===== config.mk =====
export PLATFORM = sky130hd
export DESIGN_NAME = lmdpl_phase_ctrl_flat
export DESIGN_NICKNAME = d
export VERILOG_FILES = /design/src/rtl/lmdpl_phase_ctrl_pkg.sv /design/src/rtl/lmdpl_phase_ctrl_if.sv /design/src/rtl/lmdpl_phase_cnt.sv /design/src/rtl/lmdpl_phase_ctrl.sv /design/src/flat_wrapper.sv
export SDC_FILE = /design/constraint.sdc
export NUM_CORES = 1
export LEC_CHECK = 0
export CAP_MARGIN = 20
export CORE_UTILIZATION = 47
export CTS_CLUSTER_DIAMETER = 40
export CTS_CLUSTER_SIZE = 14
export DETAILED_ROUTE_END_ITERATION = 12
export PLACE_DENSITY = 0.81
export SYNTH_ARGS = -nofsm -noshare
export SYNTH_HDL_FRONTEND = slang
export SYNTH_SLANG_ARGS = --single-unit

===== constraint.sdc =====
create_clock -name clk -period 1.79 [get_ports clk]
set_input_delay 0.358 -clock clk [delete_from_list [all_inputs] [get_ports clk]]
set_output_delay 0.358 -clock clk [all_outputs]
set_load 0.01 [all_outputs]

===== src/rtl/lmdpl_phase_ctrl_pkg.sv =====
// Shared types and sizing helpers for the LMDPL phase sequencer.
// Build option: LMDPL_MASK_REFRESH_EN (see lmdpl_phase_ctrl.sv).
package lmdpl_ctrl_pkg;

  typedef enum logic [2:0] {
    IDLE,
    MASK,
    PRE,
    EVAL,
    CAPT,
    DONE
  } state_t;

  localparam int DEF_NUM_ROUNDS  = 10;
  localparam int DEF_PRE_CYCLES  = 1;
  localparam int DEF_EVAL_CYCLES = 4;

  // Wide enough to hold the longer of the two phase lengths.
  function automatic int phase_cnt_width(input int pre_cycles, input int eval_cycles);
    int longest;
    longest = (pre_cycles > eval_cycles) ? pre_cycles : eval_cycles;
    return (longest < 1) ? 1 : $clog2(longest + 1);
  endfunction

  function automatic int round_width(input int num_rounds);
    return (num_rounds > 1) ? $clog2(num_rounds) : 1;
  endfunction

endpackage


===== src/rtl/lmdpl_phase_ctrl_if.sv =====
// Control bundle between the AES top-level/RNG side and the LMDPL phase sequencer.
// master = sequencer, slave = the surrounding control and RNG logic.
interface lmdpl_phase_ctrl_if
  import lmdpl_ctrl_pkg::*;
#(
  parameter int RW = round_width(DEF_NUM_ROUNDS)
);

  logic          start;
  logic          mask_ack;
  logic          mask_req;
  logic          precharge;
  logic          eval_en;
  logic          capture;
  logic [RW-1:0] round_idx;
  logic          last_round;
  logic          busy;
  logic          done;

  modport master (
    input  start, mask_ack,
    output mask_req, precharge, eval_en, capture, round_idx, last_round, busy, done
  );

  modport slave (
    output start, mask_ack,
    input  mask_req, precharge, eval_en, capture, round_idx, last_round, busy, done
  );

endinterface


===== src/rtl/lmdpl_phase_cnt.sv =====
// Loadable down-counter that saturates at zero; times the PRE and EVAL phases.
module lmdpl_phase_cnt #(
  parameter int W = 2
) (
  input  logic         clk,
  input  logic         rst,
  input  logic         load,
  input  logic [W-1:0] load_val,
  output logic         zero
);

  logic [W-1:0] cnt_reg;

  always_ff @(posedge clk) begin
    if (rst) begin
      cnt_reg <= '0;
    end else if (load) begin
      cnt_reg <= load_val;
    end else if (!zero) begin
      cnt_reg <= cnt_reg - W'(1);
    end
  end

  assign zero = (cnt_reg == '0);

endmodule


===== src/rtl/lmdpl_phase_ctrl.sv =====
// Precharge/evaluate/capture sequencer for the LMDPL round datapath with RNG mask fetch.
// Define LMDPL_MASK_REFRESH_EN to fetch a fresh mask before every round, not only the first.
module lmdpl_phase_ctrl
  import lmdpl_ctrl_pkg::*;
#(
  parameter int NUM_ROUNDS  = DEF_NUM_ROUNDS,
  parameter int PRE_CYCLES  = DEF_PRE_CYCLES,
  parameter int EVAL_CYCLES = DEF_EVAL_CYCLES,
  parameter int RW          = round_width(NUM_ROUNDS)
) (
  input logic                clk,
  input logic                rst,
  lmdpl_phase_ctrl_if.master bus
);

  localparam int            CW        = phase_cnt_width(PRE_CYCLES, EVAL_CYCLES);
  localparam logic [RW-1:0] LAST_IDX  = RW'(NUM_ROUNDS - 1);
  // Counter holds the remaining cycles after the current one, so exit happens at zero.
  localparam logic [CW-1:0] PRE_LOAD  = CW'(PRE_CYCLES - 1);
  localparam logic [CW-1:0] EVAL_LOAD = CW'(EVAL_CYCLES - 1);

  state_t        state_reg, state_next;
  logic [RW-1:0] round_reg, round_next;
  logic          cnt_load;
  logic [CW-1:0] cnt_load_val;
  logic          cnt_zero;
  logic          last_round;

  lmdpl_phase_cnt #(
    .W(CW)
  ) u_phase_cnt (
    .clk      (clk),
    .rst      (rst),
    .load     (cnt_load),
    .load_val (cnt_load_val),
    .zero     (cnt_zero)
  );

  assign last_round = (round_reg == LAST_IDX);

  always_ff @(posedge clk) begin
    if (rst) begin
      state_reg <= IDLE;
      round_reg <= '0;
    end else begin
      state_reg <= state_next;
      round_reg <= round_next;
    end
  end

  always_comb begin
    state_next    = state_reg;
    round_next    = round_reg;
    cnt_load      = 1'b0;
    cnt_load_val  = '0;
    bus.precharge = 1'b0;
    bus.eval_en   = 1'b0;
    bus.mask_req  = 1'b0;
    bus.capture   = 1'b0;
    bus.done      = 1'b0;
    bus.busy      = 1'b0;

    case (state_reg)
      IDLE: begin
        bus.precharge = 1'b1;
        if (bus.start) begin
          state_next = MASK;
        end
      end
      MASK: begin
        bus.precharge = 1'b1;
        bus.mask_req  = 1'b1;
        bus.busy      = 1'b1;
        if (bus.mask_ack) begin
          state_next   = PRE;
          cnt_load     = 1'b1;
          cnt_load_val = PRE_LOAD;
        end
      end
      PRE: begin
        bus.precharge = 1'b1;
        bus.busy      = 1'b1;
        if (cnt_zero) begin
          state_next   = EVAL;
          cnt_load     = 1'b1;
          cnt_load_val = EVAL_LOAD;
        end
      end
      EVAL: begin
        bus.eval_en = 1'b1;
        bus.busy    = 1'b1;
        if (cnt_zero) begin
          state_next = CAPT;
        end
      end
      CAPT: begin
        // Evaluation stays enabled so the round register captures settled rails.
        bus.eval_en = 1'b1;
        bus.capture = 1'b1;
        bus.busy    = 1'b1;
        if (last_round) begin
          state_next = DONE;
        end else begin
          round_next = round_reg + RW'(1);
`ifdef LMDPL_MASK_REFRESH_EN
          state_next = MASK;
`else
          state_next   = PRE;
          cnt_load     = 1'b1;
          cnt_load_val = PRE_LOAD;
`endif
        end
      end
      DONE: begin
        bus.precharge = 1'b1;
        bus.done      = 1'b1;
        bus.busy      = 1'b1;
        state_next    = IDLE;
        round_next    = '0;
      end
      default: begin
        bus.precharge = 1'b1;
        state_next    = IDLE;
        round_next    = '0;
      end
    endcase
  end

  assign bus.round_idx  = round_reg;
  assign bus.last_round = last_round;

endmodule

===== src/flat_wrapper.sv =====
// flat-port wrapper written by rule: the top's interface ports become plain ports
module lmdpl_phase_ctrl_flat import lmdpl_ctrl_pkg::*;
#(
  parameter int NUM_ROUNDS  = DEF_NUM_ROUNDS,
  parameter int PRE_CYCLES  = DEF_PRE_CYCLES,
  parameter int EVAL_CYCLES = DEF_EVAL_CYCLES,
  parameter int RW          = round_width(NUM_ROUNDS)
)
  (clk, rst, bus_start, bus_mask_ack, bus_mask_req, bus_precharge, bus_eval_en, bus_capture, bus_round_idx, bus_last_round, bus_busy, bus_done);
  lmdpl_phase_ctrl_if #(.RW(RW)) bus_i ();
  input logic clk;
  input logic rst;
  input wire logic [$bits(bus_i.start)-1:0] bus_start;
  input wire logic [$bits(bus_i.mask_ack)-1:0] bus_mask_ack;
  output wire logic [$bits(bus_i.mask_req)-1:0] bus_mask_req;
  output wire logic [$bits(bus_i.precharge)-1:0] bus_precharge;
  output wire logic [$bits(bus_i.eval_en)-1:0] bus_eval_en;
  output wire logic [$bits(bus_i.capture)-1:0] bus_capture;
  output wire logic [$bits(bus_i.round_idx)-1:0] bus_round_idx;
  output wire logic [$bits(bus_i.last_round)-1:0] bus_last_round;
  output wire logic [$bits(bus_i.busy)-1:0] bus_busy;
  output wire logic [$bits(bus_i.done)-1:0] bus_done;
  assign bus_i.start = bus_start;
  assign bus_i.mask_ack = bus_mask_ack;
  assign bus_mask_req = bus_i.mask_req;
  assign bus_precharge = bus_i.precharge;
  assign bus_eval_en = bus_i.eval_en;
  assign bus_capture = bus_i.capture;
  assign bus_round_idx = bus_i.round_idx;
  assign bus_last_round = bus_i.last_round;
  assign bus_busy = bus_i.busy;
  assign bus_done = bus_i.done;
  lmdpl_phase_ctrl #(.NUM_ROUNDS(NUM_ROUNDS), .PRE_CYCLES(PRE_CYCLES), .EVAL_CYCLES(EVAL_CYCLES), .RW(RW)) u_core (.clk(clk), .rst(rst), .bus(bus_i));
endmodule

==> impl_metrics.yaml, run 1 <==
grt:
  antenna_found_initial: 0
  grt_pass1_wl_um: 2390
  overflow: 0
  grt_max_degree: 10
  grt_use_total: 0.231
  grt_pass1_vias: 565
cells_and_area:
  area_growth_pct: 37.0
  instances_no_fill: 117
  multiInputGateArea_um2: 390
  largest_reg_flops: 4
  fin_area_um2: 903
  final_nets: 111
  drive_gt1_frac: 0.255
  seq_area_um2: 210
  antenna_cells: 0
  fill_cells: 121
route:
  route.detailed.wl_per_inst_um: 12.4
  drtIter0Drc: 28
  num_vias: 645
  ant_nets: 0
  totalWireLength_um: 1450
  drc: 0
  drt_first_pass_iters: 8
  avgViaCountPerCell: 5.51
clock_network:
  clock_latency_ns: 0.28
  cts_buffers: 3
  cts_tree: "yes"
  hold_buffers: 0
  cts_setup_buffers: 0
  cts_buffer_depth: 2
  post_cts_resized: 11
  cts_sinks: 10
  clk_pin_slew_ns: 0.07
  htreeDepth: 1
  clock_tree.root_cell: "clkbuf_4"
logic_synthesis:
  synth-simple-area-share: 0.237
  netlist_top_cells_area: "dfxtp_1 30%, ha_1 7.6%, a21oi_1 4.6%"
  synthMuxAreaShare: 0.0323
  synth_cells: 80
  synth_compound_area_frac: 0.230
  synth-adder-area-share: 0.0759
  synth_flop_cell: "dfxtp_1"
  seq_area_frac_synth: 0.304
  synth_top_family_by_area: "simple AND/OR/NAND/NOR gates"
  synth_xor_area_frac: 0.0133
  syn_area_per_cell_um2: 8.24
  synth_area_um2: 659
  synth_cell_types: 37
  synth.largest_area_cell: "dfxtp_1"
  async_flop_share: 0
  synth-edff-count: 0
  netlist.area_leader.share: 0.304
  synth_seq_cells: 10
  synth_fp_nets: 88
  ys_warn_count: 0
sta:
  skew_ns: 0.00889
  worstMarginPinSlew_ns: 0.305
  timing_hold_violations_final: 0
  rsz0062_at_grt: "no"
  period_needed_ns: 1.69
  setup_violations: 0
  relSlewSlack: 0.797
  post-route-period-util: 0.942
  totalNegativeSetupSlack_ns: 0
  fmaxAchievable_mhz: 593
  slew_violations: 0
setup_path:
  crit_chain: "inv_1 -> ha_1 -> nand3b_1 -> inv_1 -> dlygate4sd2_1"
  rr_startpoint: "u_core.u_phase_cnt.cnt_reg[0]"
  setup.worst_path.end: "bus_last_round"
  worstReg2RegEnd: "u_core.u_phase_cnt.cnt_reg[0]"
  crit_start: "u_core.bus.round_idx[1]"
  cp_max_fo: 5
  path_depth: 5
  cp_top_family: "buffers and inverters"
  cp_common_cell: "inv_1"
  cp_slowest_stage_delay_ns: 0.36
  worst-path-buf-inv: 3
  arrival_ns: 1.33
  criticalPathCategory: "reg2out"
  end_kind: "output port"
  crit_slowest_cell: "dfxtp_2"
  worstPathRequired_ns: 1.43
  ff2ff_path_depth: 6
  r2r_slack_ns: 0.22
  crit_path_start_kind: "register"
pwr:
  pwr-share-comb: 0.438
  seq_power_share: 0.329
  peakVddDrop_uv: 575
  power.leakage_nw: 0.425
  netSwitchingFraction: 0.365
  clkPwrFrac: 0.233
  power.density_nw_per_um2: 1020
  switchingPower_w: 0.000335
  p_int_w: 0.000582
die:
  io_pins: 15
  initial_utilization: 0.507
  core_um2: 1300
  die_h_um: 39.5
  die_w_um: 39.5
  fp-row-count: 13
  dieArea_um2: 1560
flow_run:
  cap_violations: 0
outcome:
  status: "finished clean"
min_path:
  hp-class: "reg2reg"
placement:
  placed_cells: 113
  gp_congestion: 0.823
  port_buffers: 14
  hpwlAfterDp_um: 1140
  post_dp_cell_area_um2: 860
[Yosys cell counts (all sizes together), types with 2 or more instances]
| cell | n |
|---|---|
| a21oi | 6 |
| and3 | 3 |
| buf | 5 |
| clkbuf | 2 |
| dfxtp | 10 |
| ha | 4 |
| inv | 8 |
| nand2 | 4 |
| nor2 | 7 |
| nor3 | 4 |
| nor3b | 2 |
| o21ai | 2 |
| o31ai | 3 |
[layout by cell type (no fill, tap or decap), types with 2 or more instances in the layout]
| master | synthesis | final |
|---|---|---|
| nor2_1 | 7 | 6 |
| buf_4 | 1 | 11 |
| dfxtp_4 | 0 | 2 |
| and3_1 | 3 | 3 |
| inv_1 | 8 | 8 |
| nand2_1 | 3 | 3 |
| clkbuf_4 | 0 | 3 |
| o21ai_0 | 2 | 2 |
| a21oi_1 | 6 | 6 |
| dfxtp_2 | 0 | 2 |
| nor3_1 | 4 | 4 |
| dlygate4sd2_1 | 0 | 6 |
| ha_1 | 4 | 4 |
| o31ai_1 | 3 | 3 |
| clkdlybuf4s50_1 | 0 | 7 |
| dfxtp_1 | 10 | 6 |
[power groups by stage]
stage	combinational (W)	sequential [W]	clock [W]
after CTS	0.000407	0.000303	0.000217
after global routing	0.000452	0.000310	0.000231
final	0.000401	0.000302	0.000214
after detailed placement	0.000415	0.000305	0
after global placement	0.000399	0.000300	0
after floorplan	0.000320	0.000287	0
[through the flow]
step / power, W / utilization / hold slack (ns) / worst slack, ns
finish: 0.000917 / 0.694 / 0.495 / 0.103
global route: 0.000993 / 0.694 / 0.530 / 0.0235
CTS: 0.000927 / 0.689 / 0.511 / -0.124
detailed placement: 0.000720 / 0.661 / 0.501 / 0.0447
global placement: 0.000700 / 0.661 / 0.507 / 0.105
floorplan: 0.000607 / - / 0.493 / 0.317
[metal layers]
metal,global-route usage,vias to the layer above,share of wire
li1,-,330,-
met1,0.294,295,0.44
met2,0.377,16,0.50
met3,0.0341,4,0.042
met4,0.103,0,0.020
met5,0,-,0
[logic make-up after synthesis]
kind of cell,Yosys count
flip-flops,10
AND/OR/NAND/NOR,27
adder cells (fa/ha/maj),4
buffers and inverters,15
AO/OA/AOI/OAI,21
XOR/XNOR,1
multiplexers,2
[area by class of cell]
type,instances,area share
Multi-Input combinational cell,55,0.432
Timing Repair Buffer,25,0.241
Sequential cell,10,0.233
Clock buffer,4,0.0402
Inverter,8,0.0332
Tap cell,15,0.0208
[worst min-delay path: cells and delay by family, from the launching register on]
kind	cells	cell delay, ns
DFF	1	0.34
AOI/OAI and AO/OA	1	0.06
and+or+nand+nor	1	0.05
[how the worst min path moves through the flow]
stage | from | depth (start not counted) | endpoint
global placement | u_core.bus.round_idx[1] | 2 | u_core.bus.round_idx[1]
CTS | u_core.bus.round_idx[1] | 2 | u_core.bus.round_idx[1]
floorplan | u_core.u_phase_cnt.cnt_reg[2] | 2 | u_core.u_phase_cnt.cnt_reg[2]
detailed placement | u_core.bus.round_idx[1] | 2 | u_core.bus.round_idx[1]
finish | u_core.bus.round_idx[1] | 2 | u_core.bus.round_idx[1]
global route | u_core.bus.round_idx[1] | 2 | u_core.bus.round_idx[1]
Power figures use the tool's default switching activity.
==> run 2: changes to the inputs <==
- CORE_MARGIN: not set -> 3
==> run 2 against run 1 <==
  * Total power shrank 4.7%
  * Die area increased by 21%
  * Core utilization up 4.4 points
  * Hold slack is essentially flat
  * Final cell count fell by 1.7%
  * Via count increased by 4.5%
  * Flip-flop and latch count did not move
  * Sequential share of layout area increased by 0.14 points
  * Largest cell class unchanged
  * Largest power group unchanged
==> impl_metrics.yaml, run 2 (synthesis gave the netlist of run 1 again) <==
cells_and_area:
  fin_area_um2: 887
  final_cell_mix: "11 x buf_4, 8 x inv_1, 7 x nor2_1, 7 x clkdlybuf4s50_1, 7 x dlygate4sd2_1"
  final_common_cell: "buf_4"
  final_nets: 111
  fill_cells: 99
  largest_reg_flops: 4
  drive_gt1_frac: 0.257
  antenna_cells: 0
  area_growth_pct: 34.5
clock_network:
  hold_buffers: 0
  clock_latency_ns: 0.27
  cts_buffers: 3
  clk_pin_slew_ns: 0.07
  cts_buffer_depth: 2
  clock_tree.root_cell: "clkbuf_4"
  htreeDepth: 1
  cts_tree: "yes"
  cts_sinks: 10
pwr:
  seq_power_share: 0.348
  switchingPower_w: 0.000334
  clkPwrFrac: 0.183
  power.density_nw_per_um2: 985
  pwr-share-comb: 0.469
  power.leakage_nw: 0.406
  netSwitchingFraction: 0.383
  peakVddDrop_uv: 479
  p_int_w: 0.000539
min_path:
  hp-class: "reg2reg"
sta:
  relSlewSlack: 0.842
  timing_hold_violations_final: 0
  skew_ns: 0.00202
  rsz0062_at_grt: "no"
  post-route-period-util: 0.943
  slew_violations: 0
  fmaxAchievable_mhz: 592
  totalNegativeSetupSlack_ns: 0
  period_needed_ns: 1.69
  setup_violations: 0
  worstMarginPinSlew_ns: 0.231
setup_path:
  worstPathRequired_ns: 1.43
  crit_slowest_cell: "dfxtp_2"
  cp_max_fo: 9
  worst-path-buf-inv: 2
  cp_top_family: "buffers and inverters"
  cp_slowest_stage_delay_ns: 0.36
  arrival_ns: 1.33
  crit_chain: "buf_4 -> nor3_1 -> a21oi_1 -> dlygate4sd2_1"
  crit_path_start_kind: "register"
  criticalPathCategory: "reg2out"
  end_kind: "output port"
grt:
  overflow: 0
  grt_use_total: 0.203
  grt_pass1_vias: 659
  antenna_found_initial: 0
  grt_max_degree: 10
  grt_pass1_wl_um: 2950
route:
  avgViaCountPerCell: 5.86
  drt_first_pass_iters: 4
  drc: 0
  ant_nets: 0
  route.detailed.wl_per_inst_um: 14.2
  totalWireLength_um: 1640
  num_vias: 674
  drtIter0Drc: 42
die:
  initial_utilization: 0.549
  core_um2: 1200
  die_w_um: 43.5
  die_h_um: 43.5
  fp-row-count: 12
  io_pins: 15
  dieArea_um2: 1890
placement:
  gp_congestion: 0.868
  hpwlAfterDp_um: 1150
  post_dp_cell_area_um2: 858
  port_buffers: 14
flow_run:
  cap_violations: 0
outcome:
  status: "finished clean"
[run 2: worst paths after layout]
kind,start,end,slack (ns),cells past startpoint
worst max-delay path,u_core.state_reg[0],bus_busy,0.10,4
worst min-delay path,u_core.bus.round_idx[1],u_core.bus.round_idx[1],0.50,2
worst max register to register,u_core.u_phase_cnt.cnt_reg[0],u_core.u_phase_cnt.cnt_reg[1],0.30,6
worst min register to register,u_core.bus.round_idx[1],u_core.bus.round_idx[1],0.50,2
[run 2: worst min-delay path, stage by stage (launching register included)]
cell and delay [ns]:
dfxtp_2 0.34, nand2_1 0.06, o32ai_1 0.06
[run 2: layer usage]
metal,vias up,GRT usage,wire (um)
met2,37,0.336,769
met4,0,0.0542,23
met1,301,0.269,704
met3,4,0.0373,138
met5,-,0,0
li1,332,-,-
[run 2: cell type report]
type,count,area (um^2),area share
multi-input combinational,55,395,0.446
inverter,8,30.0,0.0339
timing repair buffer,25,214,0.241
clock buffer,3,22.5,0.0254
tap,14,17.5,0.0197
sequential,10,208,0.234
[run 2: power groups by stage]
stage	Clock (W)	Combinational, W	Sequential, W
after detailed placement	0	0.000410	0.000305
after floorplan	0	0.000320	0.000287
after global routing	0.000174	0.000482	0.000310
after global placement	0	0.000397	0.000302
final	0.000160	0.000410	0.000304
after CTS	0.000160	0.000403	0.000304
[run 2: per-stage QoR]
stage          setup slack, ns   util  std cells  hold slack (ns)  total power (W)
5_1_grt                 0.0150  0.739        115            0.531         0.000966
6_report                 0.102  0.739        115            0.496         0.000874
3_5_place_dp            0.0409  0.715        112            0.514         0.000715
3_3_place_gp            0.0771  0.715        112            0.500         0.000698
2_1_floorplan            0.317      -         80            0.493         0.000607
4_1_cts                 0.0721  0.735        115            0.522         0.000866
[run 2: repair_timing]
action | in CTS | in global routing
gates resized for setup | 12 | 2
setup buffers | 0 | 0
setup endpoints to repair | 7 | 2
==> run 3: changes to the inputs <==
- GPL_TIMING_DRIVEN: not set -> 0
==> run 3 against run 2 <==
  * Via count shrank 3.0%
  * Count of clock-buffer cells in the layout is the same
  * Highest routed layer unchanged
  * Critical path depth grew 1
  * Critical endpoint is now bus_done
  * Non-clock buffer count shrank 2
  * Die area is the same
  * Global-route usage shrank 0.71 points
  * Total power shrank 1.7%
  * Routed wire length shrank 1.3%
  * Largest power group unchanged
  * Clock skew grew 0.0017 ns
  * Register-to-register slack lost 0.07 ns
==> impl_metrics.yaml, run 3 (synthesis gave the netlist of run 1 again) <==
outcome:
  status: "finished clean"
placement:
  dp_worst_setup_slack_ns: -0.101
  gp_congestion: 0.798
  hpwlAfterDp_um: 1150
  port_buffers: 14
  post_dp_cell_area_um2: 817
clock_network:
  clock_latency_ns: 0.27
  cts_sinks: 10
  hold_buffers: 0
  cts_buffer_depth: 2
  htreeDepth: 1
  cts_buffers: 3
  cts_tree: "yes"
  clk_pin_slew_ns: 0.06
  clock_tree.root_cell: "clkbuf_4"
cells_and_area:
  drive_gt1_frac: 0.242
  area_growth_pct: 31.9
  fin_area_um2: 870
  largest_reg_flops: 4
  antenna_cells: 0
  fill_cells: 101
  final_cell_mix: "8 x dfxtp_1, 7 x inv_1, 7 x clkdlybuf4s50_1"
  final_nets: 109
  final_common_cell: "dfxtp_1"
sta:
  slew_violations: 0
  timing_hold_violations_final: 0
  relSlewSlack: 0.686
  setup_violations: 0
  worstMarginPinSlew_ns: 0.471
  post-route-period-util: 0.951
  fmaxAchievable_mhz: 587
  skew_ns: 0.00374
  period_needed_ns: 1.70
  setup_ws_ns: 0.0872
grt:
  antenna_found_initial: 0
  grt_pass1_vias: 608
  grt_max_degree: 11
  grt_pass1_wl_um: 2730
  grt_use_total: 0.196
  overflow: 0
route:
  drtIter0Drc: 19
  drc: 0
  drt_first_pass_iters: 4
  ant_nets: 0
  num_vias: 654
  avgViaCountPerCell: 5.79
  route.detailed.wl_per_inst_um: 14.3
  totalWireLength_um: 1610
setup_path:
  criticalPathCategory: "reg2out"
  r2r_slack_ns: 0.23
  arrival_ns: 1.34
  end_kind: "output port"
  cp_max_fo: 10
  worstPathRequired_ns: 1.43
  ff2ff_path_depth: 7
  crit_start: "u_core.state_reg[1]"
  rr_startpoint: "u_core.u_phase_cnt.cnt_reg[0]"
  crit_path_start_kind: "register"
pwr:
  power.leakage_nw: 0.383
  power.density_nw_per_um2: 988
  peakVddDrop_uv: 569
die:
  fp-row-count: 12
  dieArea_um2: 1890
  io_pins: 15
  die_h_um: 43.5
  initial_utilization: 0.549
  die_w_um: 43.5
  core_um2: 1200
min_path:
  hp-start: "u_core.bus.round_idx[1]"
  hold_depth: 2
  hp-class: "reg2reg"
flow_run:
  cap_violations: 0
==> run 3: critical path, cell delays in order (launching register included) <==
cell and delay, ns:
dfxtp_1 0.30, buf_4 0.15, buf_8 0.14, inv_2 0.05
and3_1 0.15, dlygate4sd2_1 0.28
==> run 3: final timing paths <==
path,to
max,bus_done
min,u_core.bus.round_idx[1]
max reg2reg,u_core.state_reg[0]
min reg2reg,u_core.bus.round_idx[1]
==> run 3: final cells by class <==
type / instances / area [um^2] / share of cell area
multi-input combinational: 55 / 395 / 0.455
timing repair buffer: 16 / 141 / 0.163
sequential: 10 / 205 / 0.236
buffer: 7 / 57.6 / 0.0662
clock buffer: 3 / 22.5 / 0.0259
tap: 14 / 17.5 / 0.0201
inverter: 8 / 30.0 / 0.0345
==> run 3: repair_timing <==
action                                  in CTS  in global routing
pin swaps                                    1                  0
endpoints found under the setup margin       7                  5
gates resized for setup                     14                 12
setup buffers                                2                  0
==> run 3: where the power goes <==
group          switching [W]  internal (W)  total, W
combinational       0.000228      0.000192  0.000420
sequential         0.0000218      0.000264  0.000286
clock              0.0000749     0.0000777  0.000153
total               0.000324      0.000534  0.000859
==> run 3: layer usage <==
| metal | track usage | part of all wire | up-vias |
|---|---|---|---|
| met5 | 0 | 0 | - |
| met4 | 0.0843 | 0.022 | 0 |
| met3 | 0.0913 | 0.055 | 7 |
| met2 | 0.316 | 0.48 | 16 |
| met1 | 0.221 | 0.45 | 305 |
| li1 | - | - | 326 |
==> run 3: stage by stage <==
step,hold WS (ns),TNS [ns],std cells,util,power [W]
2_1_floorplan,0.493,0,80,-,0.000607
4_1_cts,0.501,0,113,0.715,0.000864
6_report,0.508,0,113,0.724,0.000859
5_1_grt,0.525,-0.00297,113,0.724,0.000950
3_5_place_dp,0.527,-0.292,108,0.680,0.000709
3_3_place_gp,0.498,-0.177,108,0.680,0.000696
